File: config.mk
export PLATFORM = sky130hd
export DESIGN_NAME = coin_collect
export DESIGN_NICKNAME = d
export VERILOG_FILES = /design/src/rtl/coin_collect.sv
export SDC_FILE = /design/constraint.sdc
export NUM_CORES = 1
export LEC_CHECK = 0
export BUFFER_PORTS_ARGS = -buffer_cell sky130_fd_sc_hd__buf_2
export CAP_MARGIN = 5
export CELL_PAD_IN_SITES_DETAIL_PLACEMENT = 2
export CELL_PAD_IN_SITES_GLOBAL_PLACEMENT = 2
export CORE_AREA = 3 3 96 98
export DETAILED_ROUTE_END_ITERATION = 8
export DIE_AREA = 0 0 99 101
export PLACE_DENSITY_LB_ADDON = 0.1
export SLEW_MARGIN = 40
export SYNTH_ARGS = -nofsm -noshare
export SYNTH_HDL_FRONTEND = slang
export SYNTH_SLANG_ARGS = --single-unit
File: constraint.sdc
create_clock -name clk -period 3.3 [get_ports clk]
set_input_delay 0.66 -clock clk [delete_from_list [all_inputs] [get_ports clk]]
set_output_delay 0.66 -clock clk [all_outputs]
set_load 0.005 [all_outputs]
File: src/rtl/coin_collect.sv
// coin_collect: scans Mario's latched bounding box against a fixed row of coins,
// clears overlapped coins, keeps a saturating 2-digit BCD score and respawns
// the row a fixed number of frame ticks after the last coin is taken.
module coin_collect #(
  parameter int unsigned NUM_COINS      = 8,
  parameter int unsigned COIN_X0        = 64,
  parameter int unsigned COIN_PITCH     = 32,
  parameter int unsigned COIN_Y         = 400,
  parameter int unsigned COIN_SIZE      = 16,
  parameter int unsigned MARIO_W        = 32,
  parameter int unsigned MARIO_H        = 40,
  parameter int unsigned RESPAWN_FRAMES = 120
) (
  input  logic                 clk,
  input  logic                 rst,
  input  logic                 frame_tick,
  input  logic [9:0]           mario_left,
  input  logic [9:0]           mario_top,
  output logic [NUM_COINS-1:0] coin_alive,
  output logic [7:0]           score,
  output logic                 collect_pulse,
  output logic                 all_collected,
  output logic                 busy
);

  localparam int unsigned IDX_W = (NUM_COINS > 1) ? $clog2(NUM_COINS) : 1;
  localparam int unsigned CNT_W = $clog2(RESPAWN_FRAMES) + 1;
  localparam int unsigned SUM_W = 11;

  typedef enum logic [1:0] {
    IDLE         = 2'd0,
    SCAN         = 2'd1,
    RESPAWN_WAIT = 2'd2
  } state_t;

  state_t               state;
  logic [IDX_W-1:0]     idx;
  logic [CNT_W-1:0]     resp_cnt;
  logic [9:0]           lat_left;
  logic [9:0]           lat_top;

  logic [SUM_W-1:0]     coin_x;
  logic [SUM_W-1:0]     box_l;
  logic [SUM_W-1:0]     box_t;
  logic                 hit;
  logic [NUM_COINS-1:0] alive_upd;
  logic [7:0]           score_inc;

  // Overlap test for coin idx, the post-hit alive vector and the next BCD score
  always_comb begin
    coin_x    = SUM_W'(COIN_X0) + SUM_W'(idx) * SUM_W'(COIN_PITCH);
    box_l     = SUM_W'(lat_left);
    box_t     = SUM_W'(lat_top);
    hit       = coin_alive[idx]
              && (box_l <= coin_x + SUM_W'(COIN_SIZE - 1))
              && (box_l + SUM_W'(MARIO_W - 1) >= coin_x)
              && (box_t <= SUM_W'(COIN_Y + COIN_SIZE - 1))
              && (box_t + SUM_W'(MARIO_H - 1) >= SUM_W'(COIN_Y));
    alive_upd = coin_alive;
    if (hit) begin
      alive_upd[idx] = 1'b0;
    end
    if (score == 8'h99) begin
      score_inc = score;
    end else if (score[3:0] == 4'd9) begin
      score_inc = {score[7:4] + 4'd1, 4'd0};
    end else begin
      score_inc = {score[7:4], score[3:0] + 4'd1};
    end
  end

  // Control FSM with registered outputs: idle, per-coin scan, respawn countdown
  always_ff @(posedge clk or negedge rst) begin
    if (!rst) begin
      state         <= IDLE;
      idx           <= '0;
      resp_cnt      <= '0;
      lat_left      <= '0;
      lat_top       <= '0;
      coin_alive    <= '1;
      score         <= 8'h00;
      collect_pulse <= 1'b0;
      all_collected <= 1'b0;
      busy          <= 1'b0;
    end else begin
      collect_pulse <= 1'b0;
      case (state)
        IDLE: begin
          if (frame_tick) begin
            lat_left <= mario_left;
            lat_top  <= mario_top;
            idx      <= '0;
            busy     <= 1'b1;
            state    <= SCAN;
          end
        end
        SCAN: begin
          if (hit) begin
            coin_alive    <= alive_upd;
            collect_pulse <= 1'b1;
            score         <= score_inc;
          end
          all_collected <= (alive_upd == '0);
          if (idx == IDX_W'(NUM_COINS - 1)) begin
            idx   <= '0;
            busy  <= 1'b0;
            state <= (alive_upd == '0) ? RESPAWN_WAIT : IDLE;
          end else begin
            idx <= idx + IDX_W'(1);
          end
        end
        RESPAWN_WAIT: begin
          if (frame_tick) begin
            if (resp_cnt == CNT_W'(RESPAWN_FRAMES - 1)) begin
              coin_alive    <= '1;
              resp_cnt      <= '0;
              all_collected <= 1'b0;
              state         <= IDLE;
            end else begin
              resp_cnt <= resp_cnt + CNT_W'(1);
            end
          end
        end
        default: state <= IDLE;
      endcase
    end
  end

endmodule

**After elaboration in Yosys (flattened, before gate mapping)**

Cells that the tools add are included.

- Bits in registers: 52
- Input port bits: 23
- Output and inout bits: 19
- Word-level logic and storage cells: 85

- Add/sub/neg operators: 8
- Magnitude comparators: 6
- Equal/unequal tests: 11
- Mux-type cells: 28
- Bitwise logic cells: 3
- Reductions and logical operators: 18

Operators by type and width:

| operator | count |
|---|---|
| 2-to-1 mux 8 bit | 5 |
| case mux 8 bit (2 select lines) | 1 |
| AND reduction 4 bit | 3 |
| adder 10 x 5 -> 11 bit, second input constant | 1 |
| adder 10 x 6 -> 11 bit, second input constant | 1 |
| >= comparator 11 x 9 -> 1 bit | 1 |
| >= comparator 11 x 9 -> 1 bit, second input constant | 1 |
| adder 9 x 4 -> 10 bit, second input constant | 1 |
| <= comparator 10 bit | 1 |
| <= comparator 10 x 9 -> 1 bit, second input constant | 1 |
| 2-to-1 mux 2 bit | 5 |
| != test 2 bit, second input constant | 5 |
| adder 7 x 8 -> 9 bit, first input constant | 1 |
| AND reduction 3 bit | 3 |
| adder 4 x 1 -> 4 bit, second input constant | 2 |
| adder 8 x 1 -> 8 bit, second input constant | 1 |
| AND 8 bit | 1 |
| == test 8 x 7 -> 1 bit, second input constant | 1 |
| == test 8 bit, second input constant | 1 |
| logical NOT 8 bit | 1 |
| 2-to-1 mux 1 bit | 8 |
| NOT 8 bit | 1 |
| 2-to-1 mux 3 bit | 2 |
| case mux 2 bit (3 select lines) | 1 |
| other kinds (17) | 25 |

**Longest topological paths before layout**

Gate-level depths: netlist of the first run.

- Word-level depth: 12
- Gate-level depth with buffers: 13
- Mapped depth without buffers: 12

**Worst setup path before layout of the first run**

Ideal clock, no wire load.

- Path type: register -> register
- Start point: register lat_left[3]
- End point: register score[7]
- Setup time: 0.123 ns
- Data arrival time: 2.919 ns
- Required time: 3.177 ns
- Path slack: 0.258 ns
- Cell stages (with the launch flop): 13
- Path buffers: 0
- Period minus slack after synthesis: 3.042 ns
- Cell sequence: dfrtp_1 -> or3_1 -> or3_2 -> nand2_1 -> xnor2_1 -> ha_1 -> nand4_1 -> or3_1 -> nand3_1 -> o211ai_4 -> nor4b_4 -> nand4_1 -> xnor2_1

- Word-level cells in the longest chain between the ends: 6
- Elaborated cells between the ends (all ways): 8
- Those cells by class: 1 x add/sub; 2 x order compare; 5 x reduce/logical

RTL lines:

| what | line | RTL |
|---|---|---|
| from (decl) | 39 | `logic [9:0] lat_left;` |
| from (signal assigned) | 90 | `lat_left <= mario_left;` |
| adder 10 x 5 -> 11 bit or <= comparator 10 bit (tied branches) | 56, 55 |  |
| >= comparator 11 x 9 -> 1 bit or logical AND 1 bit (tied branches) | 56, 55 |  |
| logical AND 1 bit (*) | 56 | `&& (box_l + SUM_W'(MARIO_W - 1) >= coin_x)` |
| logical AND 1 bit (*) | 57 | `&& (box_t <= SUM_W'(COIN_Y + COIN_SIZE - 1))` |
| logical AND 1 bit (*) | 58 | `&& (box_t + SUM_W'(MARIO_H - 1) >= SUM_W'(COIN_Y));` |
| AND reduction 4 bit (no source line) (*) | -- |  |
| to (signal assigned) | 101 | `score <= score_inc;` |
| to (decl) | 20 | `output logic [7:0] score,` |

Every way passes the cells marked *; elsewhere a longest branch is shown, timed or not.
A chain may end at the register's enable or synchronous reset.

**Final worst setup path of the first run**

- Start point: register lat_left[3]
- End point: register score[5]

Same word-level chain as after synthesis.

==> flow_summary.yaml, run 1 <==
die:
  rows: 34
  fp.dieW_microns: 99
  io_pins: 42
  initial_core_util_pct: 32.5
  coreArea_sq_um: 8550
  dieArea_sq_um: 10000
  die_h_microns: 101
routing:
  first_pass_iters: 4
  avgRoutedWirePerCell_microns: 17.5
  num_vias: 2135
  viasPerCell: 5.19
  drc_errors: 0
  ant_nets: 0
  totalWireLength_microns: 7210
  drtIter0Drc: 34
final_layout:
  fin_area_sq_um: 3390
  utilization_pct: 39.6
  finalNetCount: 342
  drive_above_1_share_pct: 37.0
  antenna_cells: 0
  areaGrowthSynthToFinish_pct: 22.0
grt:
  grt-ovfl-total: 0
  first_global_vias: 2363
  grt_util_met3_pct: 3.11
  grt_pass1_wl_microns: 12200
  grt-busiest-layer: "met2"
  met1_usage_pct: 19.9
  grt.total_usage_pct: 15.5
  use_met2_pct: 26.4
  antenna_found_initial: 0
  grt_start_max_net_pins: 31
worst_setup_path:
  r2r_end: "score[5]$_DFFE_PN0P_"
  worstReg2RegStart: "lat_left[3]$_DFFE_PN0P_"
  worstSetupStartpointType: "flop"
  critPathRequiredTime_ns: 3.54
  rrSetupSlack_ns: 0.12
  path_max_fanout: 8
  cp.arrival_ns: 3.41
  cp-end-kind: "flop"
  worstSetupPathType: "flop to flop"
  ff2ff_path_depth: 12
synthesis:
  synth_common_cells: "44 x dfrtp_1, 22 x mux2_2, 20 x nand2_1"
  yosysWarningCount: 0
  async_flop_share_pct: 100
  syn_avg_cell_area_sq_um: 11.2
  synthCells: 248
  yosysSeqAreaShare_pct: 47.2
  syn_area_sq_um: 2780
  synth_cell_types: 51
  synth_top_flop_cell: "dfrtp_1"
  synth-edff-count: 0
  synth_top_cells_by_area: "dfrtp_1 40%, mux2_2 8.9%, ha_1 7.7%, dfstp_2 7.6%, a21o_1 3.2%"
  synth_most_common_cell: "dfrtp_1"
  synth_area_leader_cell: "dfrtp_1"
  ys_seq_elements: 52
  yosys.area.top_type_share_pct: 39.7
  syn-num-nets: 288
sta:
  hold_slack_ns: 0.342
  hold_violations: 0
  slew_violations: 0
  worst_slew_pin_slew_ns: 0.667
  slew_headroom_pct: 55.0
  fin_crit_sh_pct: 96.3
  setup_viol: 0
  layout_min_cycle_time_ns: 3.18
  clock.fmax_mhz: 315
  rsz0062_at_grt: "yes"
  fin_skew_ns: 0.00804
pwr:
  power_density_nw_per_um2: 778
  vdd_ir_drop_max_uv: 349
  p_leak_uw: 0.00157
clocking:
  cts-root-buf: "clkbuf_8"
  cts.clk_slew.worst_paths_ns: 0.10
  clock-sinks: 52
  clock_path_buffers: 2
  hold_buffers: 0
  htree_num_levels: 2
  numCtsBuffers: 5
  cts_tree: "done"
  clk_latency_ns: 0.31
place:
  placed_area_sq_um: 3170
  dp_hpwl_microns: 5450
  port_buffers: 41
  routabilityCongestion: 0.734
hold_path:
  min_path_type: "input port to async pin"
flow_run:
  max-cap-violations: 0
status:
  status: "finished clean"
-- report_power, final --
part / leakage (uW) / total (uW) / switching, uW / internal [uW]
combinational: 0.000874 / 1120 / 560 / 559
clock: 0.0000614 / 475 / 227 / 249
sequential: 0.000630 / 1040 / 210 / 829
-- repair_timing --
item / 4_1_cts / 5_1_grt
gates resized for setup: 1 / 14
endpoints found under the hold margin: 0 / 0
setup buffers: 0 / 4
pin swaps: 2 / 5
gates cloned: 0 / 0
setup endpoints to repair: 12 / 16
-- layout by cell type, fill, tap and decap left out, types with 5 or more instances in the layout --
master	count
dfrtp_1	42
buf_2	41
mux2_2	22
nand2_1	18
ha_1	17
nand3_1	14
a21o_1	12
buf_4	11
inv_1	9
nor2_1	8
dfstp_2	8
xnor2_1	6
a21oi_1	6
nor3_1	6
clkbuf_8	6
o21ai_0	5
-- metrics by stage --
| step | setup slack (ns) | power, uW | instances | setup TNS [ns] |
|---|---|---|---|---|
| final | 0.122 | 2630 | 411 | 0 |
| after global routing | -0.113 | 2890 | 411 | -0.775 |
| after CTS | 0.00500 | 2580 | 407 | 0 |
| after detailed placement | -0.0108 | 2070 | 399 | -0.0108 |
| after global placement | 0.112 | 2020 | 399 | 0 |
| after floorplan | 0.258 | 1710 | 248 | 0 |
-- routing by layer --
| metal | part of all wire, % | up-vias |
|---|---|---|
| met4 | 1.2 | 0 |
| met3 | 3.4 | 6 |
| met1 | 47 | 1078 |
| met5 | 0 | - |
| li1 | - | 1022 |
| met2 | 49 | 29 |
-- worst max-delay path by stage --
stage	start	to	slack, ns	depth (start not counted)
2_1_floorplan	lat_left[3]$_DFFE_PN0P_	score[7]$_DFFE_PN0P_	0.26	12
3_3_place_gp	lat_left[3]$_DFFE_PN0P_	score[5]$_DFFE_PN0P_	0.11	12
3_5_place_dp	lat_left[3]$_DFFE_PN0P_	score[5]$_DFFE_PN0P_	-0.01	12
4_1_cts	lat_left[3]$_DFFE_PN0P_	score[5]$_DFFE_PN0P_	0.005	12
5_1_grt	lat_left[2]$_DFFE_PN0P_	all_collected$_DFFE_PN0P_	-0.11	13
6_report	lat_left[3]$_DFFE_PN0P_	score[5]$_DFFE_PN0P_	0.12	12
-- worst max-delay path, cell delays in order, from the launching register on --
cell and delay (ns):
dfrtp_1 0.41, or3_4 0.41, o311a_4 0.34, nand2_4 0.08
xnor2_2 0.06, ha_1 0.32, nand4_1 0.12, or3_4 0.36
nand3_4 0.11, o211ai_4 0.15, nor4b_4 0.37, buf_4 0.19
mux2i_1 0.19
-- state kept, by name, indices dropped and copies added (netlist names) --
register / cells
idx: 3
resp_cnt: 8
collect_pulse: 1
score: 8
coin_alive: 8
all_collected: 1
lat_left: 10
lat_top: 10
state: 2
busy: 1
-- area by class of cell --
class                   count  area, sq um
multi-input cells         180         1470
fillers                   934         5160
clock inverters             2         38.8
inverters                  10         37.5
flip-flops and latches     52         1310
repair buffers             53          308
well taps                 108          135
clock buffers               6         82.6
-- cell families (layout without fill, tap and decap cells) --
group	Yosys count	after routing	share of synthesized area, %
DFF	52	52	47.2
and+or+nand+nor	79	79	15.5
adders and majority gates	17	17	7.66
xor gates and xnor gates	10	10	3.15
buffers and inverters	16	71	2.21
muxes	24	24	10.1
AOI/OAI and AO/OA	50	50	14.2
Power figures use the tool's default switching activity.
==> inputs of run 2 (changes only) <==
--- a/config.mk
+++ b/config.mk
@@ -9,9 +9,10 @@
 export CAP_MARGIN = 5
 export CELL_PAD_IN_SITES_DETAIL_PLACEMENT = 2
 export CELL_PAD_IN_SITES_GLOBAL_PLACEMENT = 2
-export CORE_AREA = 3 3 96 98
+export CORE_AREA = 2 2 95 97
 export DETAILED_ROUTE_END_ITERATION = 8
-export DIE_AREA = 0 0 99 101
+export DIE_AREA = 0 0 97 99
+export GPL_TIMING_DRIVEN = 0
 export PLACE_DENSITY_LB_ADDON = 0.1
 export SLEW_MARGIN = 40
 export SYNTH_ARGS = -nofsm -noshare
==> flow_summary.yaml, run 2 (synthesis results as in run 1) <==
clocking:
  clk_latency_ns: 0.30
  clock-sinks: 52
  numCtsBuffers: 5
  cts.clk_slew.worst_paths_ns: 0.10
  cts_tree: "done"
  cts-root-buf: "clkbuf_8"
  htree_num_levels: 2
  clock_path_buffers: 2
final_layout:
  final_cell_mix: "42 x dfrtp_1, 40 x buf_2, 22 x mux2_2, 20 x nand2_1, 17 x ha_1"
  reg_top3: "lat_left x10, lat_top x10"
  fin_area_sq_um: 3280
  fillers: 912
  drive_above_1_share_pct: 32.8
  finalNetCount: 341
  instances_no_fill: 410
  antenna_cells: 0
  areaGrowthSynthToFinish_pct: 18.1
  utilization_pct: 38.4
  layout_commonest_cell: "dfrtp_1"
worst_setup_path:
  crit_buf_inv: 2
  worstSetupPathType: "flop to flop"
  worstPathCellList: "inv_1 > ha_1 > inv_1 > ha_1 > nand3_1 > or3_1 > a2111oi_4 > o211ai_4 > nor4b_4 > nand4_1 > xnor2_1"
  crit_family: "simple AND/OR/NAND/NOR gates"
  slowest_delay_ns: 0.44
  worstSetupStartpointType: "flop"
  cp.arrival_ns: 3.31
  cp-end-kind: "flop"
  critPathSlowestCell: "or3_1"
  cp.depth: 11
  critPathRequiredTime_ns: 3.50
  path_max_fanout: 8
  ff2ff_path_depth: 11
die:
  initial_core_util_pct: 32.5
  die_h_microns: 99
  io_pins: 42
  rows: 34
  fp.dieW_microns: 97
  coreArea_sq_um: 8550
  dieArea_sq_um: 9600
place:
  placed_area_sq_um: 3130
  dp_cells: 397
  port_buffers: 41
  routabilityCongestion: 0.738
  dp_hpwl_microns: 4950
  place_ws_ns: -0.114
sta:
  slew_violations: 0
  fin_skew_ns: 0.00482
  fin_crit_sh_pct: 94.1
  final.setup.worst_slack_ns: 0.193
  clock.fmax_mhz: 322
  worst_slew_pin_slew_ns: 0.756
  layout_min_cycle_time_ns: 3.11
  setup_viol: 0
  slew_headroom_pct: 48.3
  hold_violations: 0
routing:
  ant_nets: 0
  first_pass_iters: 4
  drtIter0Drc: 39
  viasPerCell: 5.15
  num_vias: 2110
  totalWireLength_microns: 6700
  drc_errors: 0
  avgRoutedWirePerCell_microns: 16.3
pwr:
  p_leak_uw: 0.00151
  power_density_nw_per_um2: 745
  vdd_ir_drop_max_uv: 255
  p_total_uw: 2440
grt:
  grt.total_usage_pct: 14.6
  grt-ovfl-total: 0
  grt_pass1_wl_microns: 11400
  grt_start_max_net_pins: 53
  first_global_vias: 2221
  antenna_found_initial: 0
flow_run:
  max-cap-violations: 0
status:
  status: "finished clean"
hold_path:
  min_path_type: "input port to async pin"
==> run 2: cell count changes in the layout (fill, tap and decap cells not counted), sizes merged <==
cell / previous run / this run
bufinv: 1 / 0
clkinv: 1 / 3
buf: 53 / 48
clkbuf: 6 / 9
==> run 2: final timing paths <==
path / end / slack, ns / start
max in group asynchronous: idx[2]$_DFFE_PN0P_ / 2.42 / rst
worst min register to register: busy$_DFFE_PN0P_ / 0.49 / busy$_DFFE_PN0P_
min in group clk: busy$_DFFE_PN0P_ / 0.49 / busy$_DFFE_PN0P_
worst max register to register: score[7]$_DFFE_PN0P_ / 0.19 / idx[2]$_DFFE_PN0P_
worst min-delay path: resp_cnt[5]$_DFFE_PN0P_ / 0.38 / rst
worst max-delay path: score[7]$_DFFE_PN0P_ / 0.19 / idx[2]$_DFFE_PN0P_
==> run 2: metrics by stage <==
| step | hold slack, ns | TNS (ns) |
|---|---|---|
| floorplan | 0.364 | 0 |
| global placement | 0.457 | -0.0757 |
| detailed placement | 0.468 | -0.437 |
| CTS | 0.413 | 0 |
| global route | 0.421 | -0.0162 |
| finish | 0.382 | 0 |
==> run 2: repair_timing <==
| item | in CTS | in global routing |
|---|---|---|
| hold buffers | 0 | 0 |
| endpoints found under the setup margin | 10 | 16 |
| buffers inserted | 0 | 5 |
| pin swaps | 1 | 4 |
| resized for setup | 3 | 4 |
| gates cloned | 0 | 0 |
==> run 2: where the power goes <==
group          internal (uW)  total (uW)  switching (uW)
clock                    149         371             222
sequential               829        1030             204
combinational            515        1040             525
total                   1490        2440             951
==> run 2: cell type report <==
type                    count  area (sq um)  area share, %
clock buffers               5          68.8           2.10
inverters                  10          37.5           1.14
clock inverters             3          18.8          0.572
well taps                 108           135           4.12
multi-input cells         180          1430           43.7
flip-flops and latches     52          1310           40.1
repair buffers             46           245           7.48
plain buffers               6          26.3          0.801
==> run 2: metal layers <==
layer	global-route usage (%)	routed length [microns]	up-vias
met5	0	0	-
met4	2.93	34	0
met3	2.77	216	4
met2	23.9	3180	31
met1	20.3	3270	1056
li1	-	-	1019
